[src/rtl/cam_fill_ctrl_if.sv]
// Signal bundle around cam_fill_ctrl: requester handshake, flush control,
// CAM read/write ports and the backing-memory fetch handshake.
interface cam_fill_ctrl_if #(
    parameter int WORDS     = 8,
    parameter int BITS      = 8,
    parameter int ADDR_LEFT = $clog2(WORDS) - 1,
    parameter int TAG_SZ    = 8
);
    logic               req_valid;
    logic               req_ready;
    logic [TAG_SZ-1:0]  req_tag;
    logic               rsp_valid;
    logic               rsp_ready;
    logic [BITS-1:0]    rsp_data;
    logic               rsp_hit;
    logic               flush;
    logic               flush_busy;
    logic               cam_read;
    logic [TAG_SZ-1:0]  cam_check_tag;
    logic [BITS-1:0]    cam_data;
    logic               cam_found;
    logic               cam_write_;
    logic [ADDR_LEFT:0] cam_w_addr;
    logic [BITS-1:0]    cam_wdata;
    logic [TAG_SZ-1:0]  cam_new_tag;
    logic               cam_new_valid;
    logic               mem_req;
    logic [TAG_SZ-1:0]  mem_tag;
    logic               mem_ack;
    logic [BITS-1:0]    mem_rdata;

    // Controller side: drives the CAM, the memory request and the response.
    modport master (
        input  req_valid, req_tag, rsp_ready, flush,
        input  cam_data, cam_found, mem_ack, mem_rdata,
        output req_ready, rsp_valid, rsp_data, rsp_hit, flush_busy,
        output cam_read, cam_check_tag, cam_write_, cam_w_addr,
        output cam_wdata, cam_new_tag, cam_new_valid, mem_req, mem_tag
    );

    // Environment side: requester, CAM and backing memory.
    modport slave (
        output req_valid, req_tag, rsp_ready, flush,
        output cam_data, cam_found, mem_ack, mem_rdata,
        input  req_ready, rsp_valid, rsp_data, rsp_hit, flush_busy,
        input  cam_read, cam_check_tag, cam_write_, cam_w_addr,
        input  cam_wdata, cam_new_tag, cam_new_valid, mem_req, mem_tag
    );
endinterface

[src/rtl/cam_fill_ctrl.sv]
// Lookup/fill controller for the tag CAM: lookup, miss fetch, victim fill and
// whole-CAM flush. A shadow valid vector mirrors the CAM for victim choice.
module cam_fill_ctrl #(
    parameter int WORDS     = 8,
    parameter int BITS      = 8,
    parameter int ADDR_LEFT = $clog2(WORDS) - 1,
    parameter int TAG_SZ    = 8
) (
    input  logic            clk,
    input  logic            rst,
    cam_fill_ctrl_if.master bus
);
    localparam int              AW        = ADDR_LEFT + 1;
    localparam logic [AW-1:0]   LAST_ADDR = AW'(WORDS - 1);

    typedef enum logic [2:0] {
        IDLE   = 3'd0,
        LOOKUP = 3'd1,
        MISS   = 3'd2,
        FILL   = 3'd3,
        RESP   = 3'd4,
        FLUSH  = 3'd5
    } state_t;

    state_t             state_q,      state_d;
    logic [TAG_SZ-1:0]  tag_q,        tag_d;
    logic [BITS-1:0]    data_q,       data_d;
    logic               hit_q,        hit_d;
    logic [WORDS-1:0]   shadow_v_q,   shadow_v_d;
    logic [AW-1:0]      rr_ptr_q,     rr_ptr_d;
    logic               flush_pend_q, flush_pend_d;
    logic [AW-1:0]      flush_cnt_q,  flush_cnt_d;

    logic [WORDS-1:0]   free_vec;
    logic [WORDS-1:0]   first_free;
    logic [WORDS-1:0]   fill_mask;
    logic               all_valid;
    logic [AW-1:0]      victim;
    logic [AW-1:0]      rr_ptr_inc;

    // Lowest clear shadow bit wins; round-robin only once every slot is valid.
    assign free_vec   = ~shadow_v_q;
    assign first_free = free_vec & (~free_vec + WORDS'(1));
    assign all_valid  = &shadow_v_q;
    assign rr_ptr_inc = (rr_ptr_q == LAST_ADDR) ? '0 : rr_ptr_q + 1'b1;

    always_comb begin
        victim = rr_ptr_q;
        for (int i = 0; i < WORDS; i++) begin
            if (first_free[i]) begin
                victim = AW'(i);
            end
        end
    end

    for (genvar gi = 0; gi < WORDS; gi++) begin : g_fill_mask
        assign fill_mask[gi] = (victim == AW'(gi));
    end

    always_ff @(posedge clk) begin
        if (rst) begin
            state_q      <= IDLE;
            tag_q        <= '0;
            data_q       <= '0;
            hit_q        <= 1'b0;
            shadow_v_q   <= '0;
            rr_ptr_q     <= '0;
            flush_pend_q <= 1'b0;
            flush_cnt_q  <= '0;
        end else begin
            state_q      <= state_d;
            tag_q        <= tag_d;
            data_q       <= data_d;
            hit_q        <= hit_d;
            shadow_v_q   <= shadow_v_d;
            rr_ptr_q     <= rr_ptr_d;
            flush_pend_q <= flush_pend_d;
            flush_cnt_q  <= flush_cnt_d;
        end
    end

    always_comb begin
        state_d      = state_q;
        tag_d        = tag_q;
        data_d       = data_q;
        hit_d        = hit_q;
        shadow_v_d   = shadow_v_q;
        rr_ptr_d     = rr_ptr_q;
        flush_cnt_d  = flush_cnt_q;
        // Flush pulses merge into one pending flush, taken only from IDLE.
        flush_pend_d = flush_pend_q | bus.flush;
        case (state_q)
            IDLE: begin
                if (flush_pend_q) begin
                    flush_cnt_d = '0;
                    state_d     = FLUSH;
                end else if (bus.req_valid) begin
                    tag_d   = bus.req_tag;
                    state_d = LOOKUP;
                end
            end
            LOOKUP: begin
                if (bus.cam_found) begin
                    data_d  = bus.cam_data;
                    hit_d   = 1'b1;
                    state_d = RESP;
                end else begin
                    state_d = MISS;
                end
            end
            MISS: begin
                if (bus.mem_ack) begin
                    data_d  = bus.mem_rdata;
                    hit_d   = 1'b0;
                    state_d = FILL;
                end
            end
            FILL: begin
                shadow_v_d = shadow_v_q | fill_mask;
                if (all_valid) begin
                    rr_ptr_d = rr_ptr_inc;
                end
                state_d = RESP;
            end
            RESP: begin
                if (bus.rsp_ready) begin
                    state_d = IDLE;
                end
            end
            FLUSH: begin
                if (flush_cnt_q == LAST_ADDR) begin
                    shadow_v_d   = '0;
                    rr_ptr_d     = '0;
                    flush_pend_d = 1'b0;
                    flush_cnt_d  = '0;
                    state_d      = IDLE;
                end else begin
                    flush_cnt_d = flush_cnt_q + 1'b1;
                end
            end
            default: state_d = IDLE;
        endcase
    end

    // While reset is asserted every output is forced to its idle value.
    always_comb begin
        bus.req_ready     = 1'b0;
        bus.rsp_valid     = 1'b0;
        bus.rsp_data      = '0;
        bus.rsp_hit       = 1'b0;
        bus.flush_busy    = 1'b0;
        bus.cam_read      = 1'b0;
        bus.cam_check_tag = '0;
        bus.cam_write_    = 1'b1;
        bus.cam_w_addr    = '0;
        bus.cam_wdata     = '0;
        bus.cam_new_tag   = '0;
        bus.cam_new_valid = 1'b0;
        bus.mem_req       = 1'b0;
        bus.mem_tag       = '0;
        if (!rst) begin
            bus.cam_check_tag = tag_q;
            bus.mem_tag       = tag_q;
            bus.flush_busy    = flush_pend_q || (state_q == FLUSH);
            case (state_q)
                IDLE:   bus.req_ready = !flush_pend_q;
                LOOKUP: bus.cam_read  = 1'b1;
                MISS:   bus.mem_req   = 1'b1;
                FILL: begin
                    bus.cam_write_    = 1'b0;
                    bus.cam_w_addr    = victim;
                    bus.cam_wdata     = data_q;
                    bus.cam_new_tag   = tag_q;
                    bus.cam_new_valid = 1'b1;
                end
                RESP: begin
                    bus.rsp_valid = 1'b1;
                    bus.rsp_data  = data_q;
                    bus.rsp_hit   = hit_q;
                end
                FLUSH: begin
                    bus.cam_write_ = 1'b0;
                    bus.cam_w_addr = flush_cnt_q;
                end
                default: ;
            endcase
        end
    end
endmodule

[src/flat_wrapper.sv]
// flat-port wrapper written by rule: the top's interface ports become plain ports
module cam_fill_ctrl_flat 
#(
    parameter int WORDS     = 8,
    parameter int BITS      = 8,
    parameter int ADDR_LEFT = $clog2(WORDS) - 1,
    parameter int TAG_SZ    = 8
)
  (clk, rst, bus_req_valid, bus_req_tag, bus_rsp_ready, bus_flush, bus_cam_data, bus_cam_found, bus_mem_ack, bus_mem_rdata, bus_req_ready, bus_rsp_valid, bus_rsp_data, bus_rsp_hit, bus_flush_busy, bus_cam_read, bus_cam_check_tag, bus_cam_write_, bus_cam_w_addr, bus_cam_wdata, bus_cam_new_tag, bus_cam_new_valid, bus_mem_req, bus_mem_tag);
  cam_fill_ctrl_if #(.WORDS(WORDS), .BITS(BITS), .ADDR_LEFT(ADDR_LEFT), .TAG_SZ(TAG_SZ)) bus_i ();
  input  logic clk;
  input  logic rst;
  input wire logic [$bits(bus_i.req_valid)-1:0] bus_req_valid;
  input wire logic [$bits(bus_i.req_tag)-1:0] bus_req_tag;
  input wire logic [$bits(bus_i.rsp_ready)-1:0] bus_rsp_ready;
  input wire logic [$bits(bus_i.flush)-1:0] bus_flush;
  input wire logic [$bits(bus_i.cam_data)-1:0] bus_cam_data;
  input wire logic [$bits(bus_i.cam_found)-1:0] bus_cam_found;
  input wire logic [$bits(bus_i.mem_ack)-1:0] bus_mem_ack;
  input wire logic [$bits(bus_i.mem_rdata)-1:0] bus_mem_rdata;
  output wire logic [$bits(bus_i.req_ready)-1:0] bus_req_ready;
  output wire logic [$bits(bus_i.rsp_valid)-1:0] bus_rsp_valid;
  output wire logic [$bits(bus_i.rsp_data)-1:0] bus_rsp_data;
  output wire logic [$bits(bus_i.rsp_hit)-1:0] bus_rsp_hit;
  output wire logic [$bits(bus_i.flush_busy)-1:0] bus_flush_busy;
  output wire logic [$bits(bus_i.cam_read)-1:0] bus_cam_read;
  output wire logic [$bits(bus_i.cam_check_tag)-1:0] bus_cam_check_tag;
  output wire logic [$bits(bus_i.cam_write_)-1:0] bus_cam_write_;
  output wire logic [$bits(bus_i.cam_w_addr)-1:0] bus_cam_w_addr;
  output wire logic [$bits(bus_i.cam_wdata)-1:0] bus_cam_wdata;
  output wire logic [$bits(bus_i.cam_new_tag)-1:0] bus_cam_new_tag;
  output wire logic [$bits(bus_i.cam_new_valid)-1:0] bus_cam_new_valid;
  output wire logic [$bits(bus_i.mem_req)-1:0] bus_mem_req;
  output wire logic [$bits(bus_i.mem_tag)-1:0] bus_mem_tag;
  assign bus_i.req_valid = bus_req_valid;
  assign bus_i.req_tag = bus_req_tag;
  assign bus_i.rsp_ready = bus_rsp_ready;
  assign bus_i.flush = bus_flush;
  assign bus_i.cam_data = bus_cam_data;
  assign bus_i.cam_found = bus_cam_found;
  assign bus_i.mem_ack = bus_mem_ack;
  assign bus_i.mem_rdata = bus_mem_rdata;
  assign bus_req_ready = bus_i.req_ready;
  assign bus_rsp_valid = bus_i.rsp_valid;
  assign bus_rsp_data = bus_i.rsp_data;
  assign bus_rsp_hit = bus_i.rsp_hit;
  assign bus_flush_busy = bus_i.flush_busy;
  assign bus_cam_read = bus_i.cam_read;
  assign bus_cam_check_tag = bus_i.cam_check_tag;
  assign bus_cam_write_ = bus_i.cam_write_;
  assign bus_cam_w_addr = bus_i.cam_w_addr;
  assign bus_cam_wdata = bus_i.cam_wdata;
  assign bus_cam_new_tag = bus_i.cam_new_tag;
  assign bus_cam_new_valid = bus_i.cam_new_valid;
  assign bus_mem_req = bus_i.mem_req;
  assign bus_mem_tag = bus_i.mem_tag;
  cam_fill_ctrl #(.WORDS(WORDS), .BITS(BITS), .ADDR_LEFT(ADDR_LEFT), .TAG_SZ(TAG_SZ)) u_core (.clk(clk), .rst(rst), .bus(bus_i));
endmodule
[config.mk]
export PLATFORM = sky130hd
export DESIGN_NAME = cam_fill_ctrl_flat
export DESIGN_NICKNAME = d
export VERILOG_FILES = /design/src/rtl/cam_fill_ctrl_if.sv /design/src/rtl/cam_fill_ctrl.sv /design/src/flat_wrapper.sv
export SDC_FILE = /design/constraint.sdc
export NUM_CORES = 1
export LEC_CHECK = 0
export CORE_ASPECT_RATIO = 0.6
export CORE_MARGIN = 3
export CORE_UTILIZATION = 39
export CTS_CLUSTER_SIZE = 8
export DETAILED_ROUTE_END_ITERATION = 8
export HOLD_SLACK_MARGIN = 0.15
export PLACE_DENSITY_LB_ADDON = 0.08
export SLEW_MARGIN = 5
export SYNTH_ARGS = -nofsm -noshare
export SYNTH_HDL_FRONTEND = slang
export SYNTH_SLANG_ARGS = --single-unit
[constraint.sdc]
create_clock -name clk -period 1.5 [get_ports clk]
set_input_delay 0.15 -clock clk [delete_from_list [all_inputs] [get_ports clk]]
set_output_delay 0.15 -clock clk [all_outputs]
set_load 0.05 [all_outputs]
* Yosys cells after proc, flatten, opt, wreduce, memory -nomap -nowiden
Index checks and enable logic that the tools add are counted.
** Operators by class
- Bitwise logic cells :: 6
- Mux-type cells :: 55
- Reduce and logical (&&, ||, !) cells :: 15
- Equality and inequality tests :: 21
- $add $sub $neg :: 3
** Operator list (count)
- 8-bit 2-to-1 mux :: 10
- 3-bit 2-to-1 mux :: 19
- 8-bit one-hot mux with 2 select lines :: 2
- 3-bit equality test (second input constant) :: 8
- 1-bit 2-to-1 mux :: 19
- 3-bit one-hot mux with 2 select lines :: 3
- 3-bit one-hot mux with 6 select lines :: 1
- 8-bit NOT :: 2
- 3-bit by 2-bit equality test with 1-bit output (second input constant) :: 4
- 3-bit AND reduction :: 3
- 8-bit by 1-bit adder with 8-bit output (second input constant) :: 1
- 8-bit AND :: 1
- 8-bit bitwise OR :: 1
- 8-bit AND reduction :: 1
- 3-bit by 1-bit adder with 3-bit output (second input constant) :: 2
- 3-bit by 1-bit equality test with 1-bit output (second input constant) :: 2
- 3-bit zero test :: 2
- 2-bit by 1-bit != test with 1-bit output (second input constant) :: 3
- 2-bit != test (second input constant) :: 3
- 2-bit nonzero test :: 3
- 2-bit AND reduction :: 2
- 4-bit AND reduction :: 1
- 3-bit by 2-bit != test with 1-bit output (second input constant) :: 1
- 1-bit one-hot mux with 2 select lines :: 1
- 5 further kinds :: 5
** Storage, ports and cells
- Output and inout port bits :: 51
- Logic and storage cells :: 108
- Flip-flop bits (word level) :: 35

* Logic depth before layout (Yosys ltp)
Gate-level depths: netlist of run 1.
- Word-level depth :: 15
- Depth in mapped cells :: 6

* Worst setup path before layout of run 1
No wires, ideal clock.
- Path type :: reg-to-output
- From :: register u_core.shadow_v_q[6]
- To :: output port bus_cam_w_addr[1]
- Stages on the path, launching flop included :: 6
- Required time :: 1.350 ns
- Arrival time :: 2.006 ns
- Path buffers :: 0
- Slack :: -0.656 ns
- Cell sequence :: dfxtp_1 -> nand2_1 -> o211ai_1 -> a31oi_1 -> inv_1 -> o21ai_0
** On the way
- Word-level cells in the longest chain between the ends :: 8
** RTL lines
- start: declaration :: line cam_fill_ctrl.sv:29 : logic [WORDS-1:0] shadow_v_q, shadow_v_d;
- start signal: assignment :: line cam_fill_ctrl.sv:75 : shadow_v_q <= shadow_v_d;
- 8-bit NOT (*) :: line cam_fill_ctrl.sv:42 : assign free_vec = ~shadow_v_q;
- 8-bit NOT :: line cam_fill_ctrl.sv:43 : assign first_free = free_vec & (~free_vec + WORDS'(1));
- 8-bit by 1-bit adder with 8-bit output :: line cam_fill_ctrl.sv:43
- 8-bit AND (*) :: line cam_fill_ctrl.sv:43
- 3-bit 2-to-1 mux :: line cam_fill_ctrl.sv:50 : if (first_free[i]) begin
- 3-bit 2-to-1 mux (*) :: line cam_fill_ctrl.sv:50
- 3-bit one-hot mux with 2 select lines (*) :: line cam_fill_ctrl.sv:165 : case (state_q)
- 3-bit 2-to-1 mux (*) :: line cam_fill_ctrl.sv:161 : if (!rst) begin
- end: declaration :: line flat_wrapper.sv:29 : output wire logic [$bits(bus_i.cam_w_addr)-1:0] bus_cam_w_addr;
Every way passes the cells marked *; elsewhere a longest branch is shown, timed or not.

* Final worst setup path of run 1
- From :: register u_core.rr_ptr_q[1]
- To :: output port bus_cam_w_addr[1]
** On the way
- Word-level cells in the longest chain between the ends :: 10
** RTL lines
- start: declaration :: line cam_fill_ctrl.sv:30 : logic [AW-1:0] rr_ptr_q, rr_ptr_d;
- start signal: assignment :: line cam_fill_ctrl.sv:76 : rr_ptr_q <= rr_ptr_d;
- 3-bit 2-to-1 mux (8 in a row) :: line cam_fill_ctrl.sv:50
- 3-bit one-hot mux with 2 select lines :: line cam_fill_ctrl.sv:165
- 3-bit 2-to-1 mux :: line cam_fill_ctrl.sv:161
No other way between the ends.

==> run summary, run 1 <==
Cell type with the largest total area after synthesis -> sky130_fd_sc_hd__dfxtp_1
Pin count of the biggest net entering global routing -> 23
Critical path cell sequence -> o211ai_1 -> a31oi_2 -> inv_2 -> o21ai_4 -> buf_12
Post-Syn Area -> 0.00197 sq mm
Max Cap Viol -> 0
Drt drc -> 0
Post-synthesis share of cell area spent on and, or, nand and nor gates -> 0.307
Internal Pwr Total -> 0.00261 W
Number of unique standard cell types used by synthesis -> 38
Net switching component of the power -> 0.00166 W
Post-synth EDFFs -> 0
Ranking of synthesized cells by area -> sky130_fd_sc_hd__dfxtp_1 (36%), sky130_fd_sc_hd__and2_1 (8.3%), sky130_fd_sc_hd__nor2_1 (5.9%)
Placeable core area -> 0.00473 sq mm
Port Buffers -> 81
Total nets after synthesis -> 280
Cell row count -> 19
Worst ir drop on vdd -> 0.575 mV
Setup ws final -> -0.243 ns
XOR/XNOR share of the synthesized area -> 0
Clk sink count -> 35
RSZ-0062 raised after global routing -> true
Total negative slack for setup checks -> -6.83 ns
Worst-path fanout max -> 3
Failing checks -> setup timing
Routed via count divided by cell count -> 5.68
Area Overhead vs Synth -> 109%
Wire length per cell -> 20.3 microns
Routed via count -> 2482
Adder-cell share of the synthesized area -> 0.0254
WL final -> 8860 microns
Layout Skew -> 0.00835 ns
Worst hold slack -> 0.295 ns
Switching power as a share of total power -> 0.389
Cell at the slowest stage of the critical path -> sky130_fd_sc_hd__dfxtp_1
Worst path buffer plus inverter count -> 2
Layout cell share with drive strength beyond 1 -> 0.567
Multi-input gate area in the final layout -> 0.00148 sq mm
Chip height -> 61.1 microns
Mean cell area of the mapped netlist -> 8.04 sq um
Number of H-tree branching levels -> 2
Setup crit end kind -> output port
Die ar. -> 0.00597 sq mm
Arrival time worst endpoint -> 1.59 ns
Number of instances in the synthesized netlist -> 245
Fill cell total of the finished layout -> 219
Longest individual stage delay on the worst path -> 0.43 ns
Static leakage -> 1.67 nW
Register share of total power -> 0.289
Hold buffer count at cts -> 0
Antenna Violating Nets Remaining -> 0
Cell area power density -> 1030 mW/mm^2
Most frequent cells after synthesis -> sky130_fd_sc_hd__dfxtp_1 (35), sky130_fd_sc_hd__nor2_1 (31), sky130_fd_sc_hd__and2_1 (26)
Share of synthesized area occupied by flip-flops and latches -> 0.356
Combinational family with the most area after synthesis -> simple AND/OR/NAND/NOR gates
Worst min-delay path category -> in -> reg
Final instance count without filler cells -> 437
Synth Flop Type -> sky130_fd_sc_hd__dfxtp_1
FF/Latch Area -> 744 sq um
Final critical path time including I/O delays and setup -> 1.74 ns
CTS tree -> built
Number of inserted diodes -> 0
Type of the worst setup path -> reg -> out
Synth Area in Compound Gates -> 0.200
Wire length of the first global-routing pass -> 11500 microns
Outcome -> finished, violations left
Clock power frac -> 0.212
Initial standard-cell utilization of the core -> 0.417
Total iterations of the first detailed-routing run -> 6
Fin. Hold Viols -> 0
Overall Power -> 0.00427 W
Routability cong. -> 0.867
F_max -> 574 MHz
Synth Register Bits -> 35
Cell family with the largest share of critical-path delay -> compound AO/OA/AOI/OAI gates
Combinational power share -> 0.498
HPWL Detailed -> 4800 microns
Dpl cells -> 405
Ports -> 82
Dominant cell by count in the synthesized netlist -> sky130_fd_sc_hd__dfxtp_1
Fraction of synthesized area in multiplexers -> 0.0406
Worst-Skew Late Latency -> 0.30 ns
1st-iter DRT viols -> 203
Global routing usage summed across all routing layers -> 0.244
Final #Nets -> 408
DIE WIDTH -> 97.8 microns
Tightest slew margin relative to the limit -> 0.761
Final global-route overflow total -> 0
Startpoint kind of the worst setup timing path -> flop
Via count of the first global-routing pass -> 2232
Root buffer selected by CTS -> sky130_fd_sc_hd__clkbuf_8
Clock-pin slew on the worst setup and hold paths -> 0.08 ns
Endpoints failing setup -> 48
Data required time of the critical path -> 1.35 ns
Buffer levels on the longest clock path -> 2
Final period utilization -> 1.16
Number of antenna violations at the first check in global routing -> 0
Slew of the pin with the lowest slew margin -> 0.358 ns
TritonCTS buffer count -> 5
Share of the synthesized area in the top cell type -> 0.356
Share of flip-flops with an asynchronous set or reset -> 0
Pins over their slew limit -> 0
Syn. warnings -> 0
-- metal layers --
metal / routed length, microns / vias up / GRT usage
li1: - / 1113 / -
met4: 205 / 0 / 0.0473
met3: 924 / 26 / 0.0758
met5: 0 / - / 0
met2: 4230 / 169 / 0.410
met1: 3510 / 1174 / 0.321
-- layout make-up --
| cell class | count | area share |
|---|---|---|
| clock buffers | 6 | 0.0200 |
| inverters | 8 | 0.00970 |
| well taps | 63 | 0.0191 |
| repair buffers | 139 | 0.405 |
| multi-input cells | 184 | 0.357 |
| clock inverters | 2 | 0.00849 |
| flip-flops and latches | 35 | 0.180 |
-- kinds of logic after synthesis --
kind of cell	count (synthesis)
adders and majority gates	4
buffers and inverters	27
muxes	8
DFF	35
and+or+nand+nor	113
AOI/OAI and AO/OA	58
-- what timing repair did --
action,in CTS,in global routing
gates resized for setup,53,46
gates cloned,0,2
buffers inserted,15,9
pin swaps,24,24
endpoints found under the setup margin,52,56
hold endpoints to repair,0,0
-- sequential cells by signal, summed over array words and instances (netlist names) --
| name | count |
|---|---|
| u_core.shadow_v_q | 8 |
| u_core.state_q | 3 |
| u_core.flush_cnt_q | 3 |
| u_core.data_q | 8 |
| u_core.flush_pend_q | 1 |
| u_core.rr_ptr_q | 3 |
| u_core.hit_q | 1 |
| u_core.tag_q | 8 |
-- metrics by stage --
stage / instance area [sq um] / util / setup WS [ns]
after floorplan: 2100 / - / -0.334
after global placement: 3470 / 0.733 / -0.0851
after detailed placement: 3470 / 0.733 / -0.0977
after CTS: 3860 / 0.817 / -0.199
after global routing: 4130 / 0.872 / -0.295
final: 4130 / 0.872 / -0.243
-- power by group through the flow --
stage               Combinational, W  Clock, W  Sequential [W]
global placement             0.00153         0         0.00121
finish                       0.00213  0.000907         0.00124
detailed placement           0.00156         0         0.00122
global route                 0.00223  0.000947         0.00125
CTS                          0.00182  0.000910         0.00122
floorplan                   0.000961         0         0.00116
-- path summary, 6_finish.rpt --
path | from | end | slack (ns) | depth (start not counted)
worst max-delay path | u_core.rr_ptr_q[1] | bus_cam_w_addr[1] | -0.24 | 5
worst min register to register | u_core.shadow_v_q[5] | u_core.shadow_v_q[5] | 0.51 | 2
worst min-delay path | rst | u_core.state_q[2] | 0.29 | 3
worst max register to register | u_core.shadow_v_q[7] | u_core.rr_ptr_q[0] | -0.13 | 6
-- placed cells by master, fill, tap and decap left out, types with 8 or more instances in the layout --
cell type and count:
sky130_fd_sc_hd__nand2_1 24, sky130_fd_sc_hd__o21ai_0 11, sky130_fd_sc_hd__nor2b_2 8, sky130_fd_sc_hd__dfxtp_1 22
sky130_fd_sc_hd__buf_12 38, sky130_fd_sc_hd__dfxtp_4 11, sky130_fd_sc_hd__clkdlybuf4s50_1 29, sky130_fd_sc_hd__buf_6 13
sky130_fd_sc_hd__buf_4 55, sky130_fd_sc_hd__nor2_1 23, sky130_fd_sc_hd__and2_4 26, sky130_fd_sc_hd__mux2i_1 8
-- worst min-delay path: cells and delay by family --
| kind | cells | cell delay, ns |
|---|---|---|
| compound gates | 1 | 0.05 |
| buf+inv | 2 | 0.36 |
Note: power is estimated with default switching activity, not from simulation.
==> run 2: changes to the inputs <==
ABC_AREA = 1   (was unset)
==> run summary, run 2 <==
Type of the worst setup path -> reg -> out (unchanged)
Final period utilization -> 1.16 (about the same)
Launch point of the worst path -> u_core.shadow_v_q[2] (was u_core.rr_ptr_q[1])
Ranking of synthesized cells by area -> sky130_fd_sc_hd__dfxtp_1 (35%), sky130_fd_sc_hd__nand2_1 (13%), sky130_fd_sc_hd__nor2_1 (11%) (was sky130_fd_sc_hd__dfxtp_1 (36%), sky130_fd_sc_hd__and2_1 (8.3%), sky130_fd_sc_hd__nor2_1 (5.9%))
Dominant cell by count in the synthesized netlist -> sky130_fd_sc_hd__nand2_1 (was sky130_fd_sc_hd__dfxtp_1)
Synth Flop Type -> sky130_fd_sc_hd__dfxtp_1 (unchanged)
Syn. warnings -> 0 (unchanged)
Routability cong. -> 0.813 (was 0.867)
Share of flip-flops with an asynchronous set or reset -> 0 (unchanged)
Startpoint of the most critical hold path -> bus_flush (was rst)
Setup crit end kind -> output port (unchanged)
Failing checks -> setup timing (unchanged)
Global routing usage summed across all routing layers -> 0.261 (was 0.244)
Startpoint of the most critical register-to-register path -> u_core.state_q[1] (was u_core.shadow_v_q[7])
Final global-route overflow total -> 0 (unchanged)
TritonCTS buffer count -> 5 (unchanged)
Number of H-tree branching levels -> 2 (unchanged)
Pins over their slew limit -> 0 (unchanged)
WL final -> 10800 microns (was 8860 microns)
Highest routed metal layer -> met4 (unchanged)
Outcome -> finished, violations left (unchanged)
Synth Register Bits -> 35 (unchanged)
Startpoint kind of the worst setup timing path -> flop (unchanged)
Routed via count -> 2763 (was 2482)
Cell row count -> 19 (unchanged)
Endpoints failing setup -> 52 (was 48)
Die ar. -> 0.00599 sq mm (was 0.00597 sq mm)
Chip height -> 61.2 microns (was 61.1 microns)
Pin count of the biggest net entering global routing -> 22 (was 23)
Number of inserted diodes -> 0 (unchanged)
Fill cell total of the finished layout -> 119 (was 219)
Most frequent cells in the layout -> sky130_fd_sc_hd__buf_12 (56), sky130_fd_sc_hd__nand2_1 (46), sky130_fd_sc_hd__nor2_4 (36) (was sky130_fd_sc_hd__buf_4 (55), sky130_fd_sc_hd__buf_12 (38), sky130_fd_sc_hd__clkdlybuf4s50_1 (29))
Number of antenna violations at the first check in global routing -> 0 (unchanged)
Worst ir drop on vdd -> 0.733 mV (was 0.575 mV)
Overall Power -> 0.00408 W (was 0.00427 W)
Wire length of the first global-routing pass -> 12200 microns (was 11500 microns)
Worst min-delay path category -> in -> reg (unchanged)
Cell type with the largest total area after synthesis -> sky130_fd_sc_hd__dfxtp_1 (unchanged)
Root buffer selected by CTS -> sky130_fd_sc_hd__clkbuf_8 (unchanged)
Port Buffers -> 81 (unchanged)
Layout Skew -> 0.00931 ns (was 0.00835 ns)
Metal3 WL -> 1100 microns (was 924 microns)
DRT met1 WL -> 4050 microns (was 3510 microns)
Worst-Skew Late Latency -> 0.30 ns (about the same)
Largest regs -> u_core.data_q (8), u_core.shadow_v_q (8), u_core.tag_q (8) (unchanged)
DIE WIDTH -> 97.9 microns (was 97.8 microns)
Clock-pin slew on the worst setup and hold paths -> 0.08 ns (about the same)
Dpl cells -> 464 (was 405)
Layout cell share with drive strength beyond 1 -> 0.516 (was 0.567)
1st-iter DRT viols -> 244 (was 203)
Final #Nets -> 463 (was 408)
Share of synthesized area occupied by flip-flops and latches -> 0.354 (was 0.356)
Post-synth EDFFs -> 0 (unchanged)
Total nets after synthesis -> 349 (was 280)
Static leakage -> 1.77 nW (was 1.67 nW)
Fin. Hold Viols -> 0 (unchanged)
Post-Syn Area -> 0.00198 sq mm (was 0.00197 sq mm)
Worst-path fanout max -> 4 (was 3)
Placed Area -> 0.00368 sq mm (was 0.00347 sq mm)
Number of unique standard cell types used by synthesis -> 23 (was 38)
Via count of the first global-routing pass -> 2458 (was 2232)
Tightest slew margin relative to the limit -> 0.687 (was 0.761)
Final instance count without filler cells -> 491 (was 437)
Met2 wirelength from detailed routing -> 5160 microns (was 4230 microns)
Drt drc -> 0 (unchanged)
Number of instances in the synthesized netlist -> 314 (was 245)
RSZ-0062 raised after global routing -> true (unchanged)
CTS tree -> built (unchanged)
Area Overhead vs Synth -> 127% (was 109%)
Routed via count divided by cell count -> 5.63 (was 5.68)
Wire length per cell -> 21.9 microns (was 20.3 microns)
Ports -> 82 (unchanged)
F_max -> 575 MHz (was 574 MHz)
Final critical path time including I/O delays and setup -> 1.74 ns (about the same)
Setup ws final -> -0.239 ns (was -0.243 ns)
Slew of the pin with the lowest slew margin -> 0.467 ns (was 0.358 ns)
Initial standard-cell utilization of the core -> 0.418 (was 0.417)
Antenna Violating Nets Remaining -> 0 (unchanged)
Max Cap Viol -> 0 (unchanged)
Arrival time worst endpoint -> 1.59 ns (about the same)
Placeable core area -> 0.00473 sq mm (unchanged)
Cell area power density -> 910 mW/mm^2 (was 1030 mW/mm^2)
Clk sink count -> 35 (unchanged)
Share of the synthesized area in the top cell type -> 0.354 (was 0.356)
Data required time of the critical path -> 1.35 ns (about the same)
Mean cell area of the mapped netlist -> 6.30 sq um (was 8.04 sq um)
Hold buffer count at cts -> 0 (unchanged)
Most frequent cells after synthesis -> sky130_fd_sc_hd__nand2_1 (68), sky130_fd_sc_hd__nor2_1 (59), sky130_fd_sc_hd__inv_1 (43) (was sky130_fd_sc_hd__dfxtp_1 (35), sky130_fd_sc_hd__nor2_1 (31), sky130_fd_sc_hd__and2_1 (26))
Most common cell after layout, fill and taps aside -> sky130_fd_sc_hd__buf_12 (was sky130_fd_sc_hd__buf_4)
Share of the core filled with cells in the final layout -> 0.948 (was 0.872)
HPWL Detailed -> 5020 microns (was 4800 microns)
Non-Filler Cell Area, Final -> 0.00448 sq mm (was 0.00413 sq mm)
Total iterations of the first detailed-routing run -> 5 (was 6)
Buffer levels on the longest clock path -> 2 (unchanged)
[run 2: metal layers]
metal,vias to the layer above,GRT usage
met5,-,0
met4,0,0.0848
met3,55,0.0758
met2,203,0.459
met1,1303,0.318
li1,1202,-
[run 2: repair_timing]
item	4_1_cts	5_1_grt
cloned	0	4
setup buffers	7	11
pin swaps	16	18
gates resized for setup	77	85
endpoints found under the setup margin	37	59
[run 2: cell families after synthesis]
kind of cell,share of synthesized area
fa+ha+maj,0.0253
flops,0.354
simple gates,0.325
buf+inv,0.147
compound gates,0.149
[run 2: path summary, 6_finish.rpt]
check / to / slack, ns / depth (start not counted)
setup / recovery: bus_cam_w_addr[1] / -0.24 / 8
hold / removal: u_core.flush_pend_q / 0.44 / 3
setup reg to reg: u_core.state_q[2] / -0.08 / 11
hold reg to reg: u_core.shadow_v_q[7] / 0.49 / 2
[run 2: final cells by class]
class | count | area [sq um] | share of cell area
multi-input combinational | 218 | 1620 | 0.362
sequential | 35 | 726 | 0.162
tap | 63 | 78.8 | 0.0176
clock buffer | 6 | 82.6 | 0.0184
timing repair buffer | 121 | 1760 | 0.393
clock inverter | 1 | 5.00 | 0.00112
inverter | 47 | 206 | 0.0460
[run 2: power by group]
part / switching, W / internal, W / leakage [nW]
logic: 0.00131 / 0.000837 / 1.43
registers: 0.000128 / 0.00108 / 0.292
clock network: 0.000364 / 0.000361 / 0.0470
total: 0.00180 / 0.00228 / 1.77
[run 2: through the flow]
step	hold WS [ns]	setup slack [ns]	TNS, ns
final	0.438	-0.239	-6.06
after global routing	0.494	-0.281	-7.80
after CTS	0.427	-0.117	-1.85
after detailed placement	0.462	-0.110	-1.16
after global placement	0.458	-0.0809	-0.594
after floorplan	0.279	-0.226	-4.08
[run 2: critical path: stages (launching register included)]
cell                      delay, ns
sky130_fd_sc_hd__dfxtp_4       0.37
sky130_fd_sc_hd__nand2_4       0.09
sky130_fd_sc_hd__inv_1         0.06
sky130_fd_sc_hd__nand2_1       0.08
sky130_fd_sc_hd__nand2_1       0.10
sky130_fd_sc_hd__nor2_2        0.19
sky130_fd_sc_hd__nor2_4        0.08
sky130_fd_sc_hd__o21ai_4       0.17
sky130_fd_sc_hd__buf_12        0.15
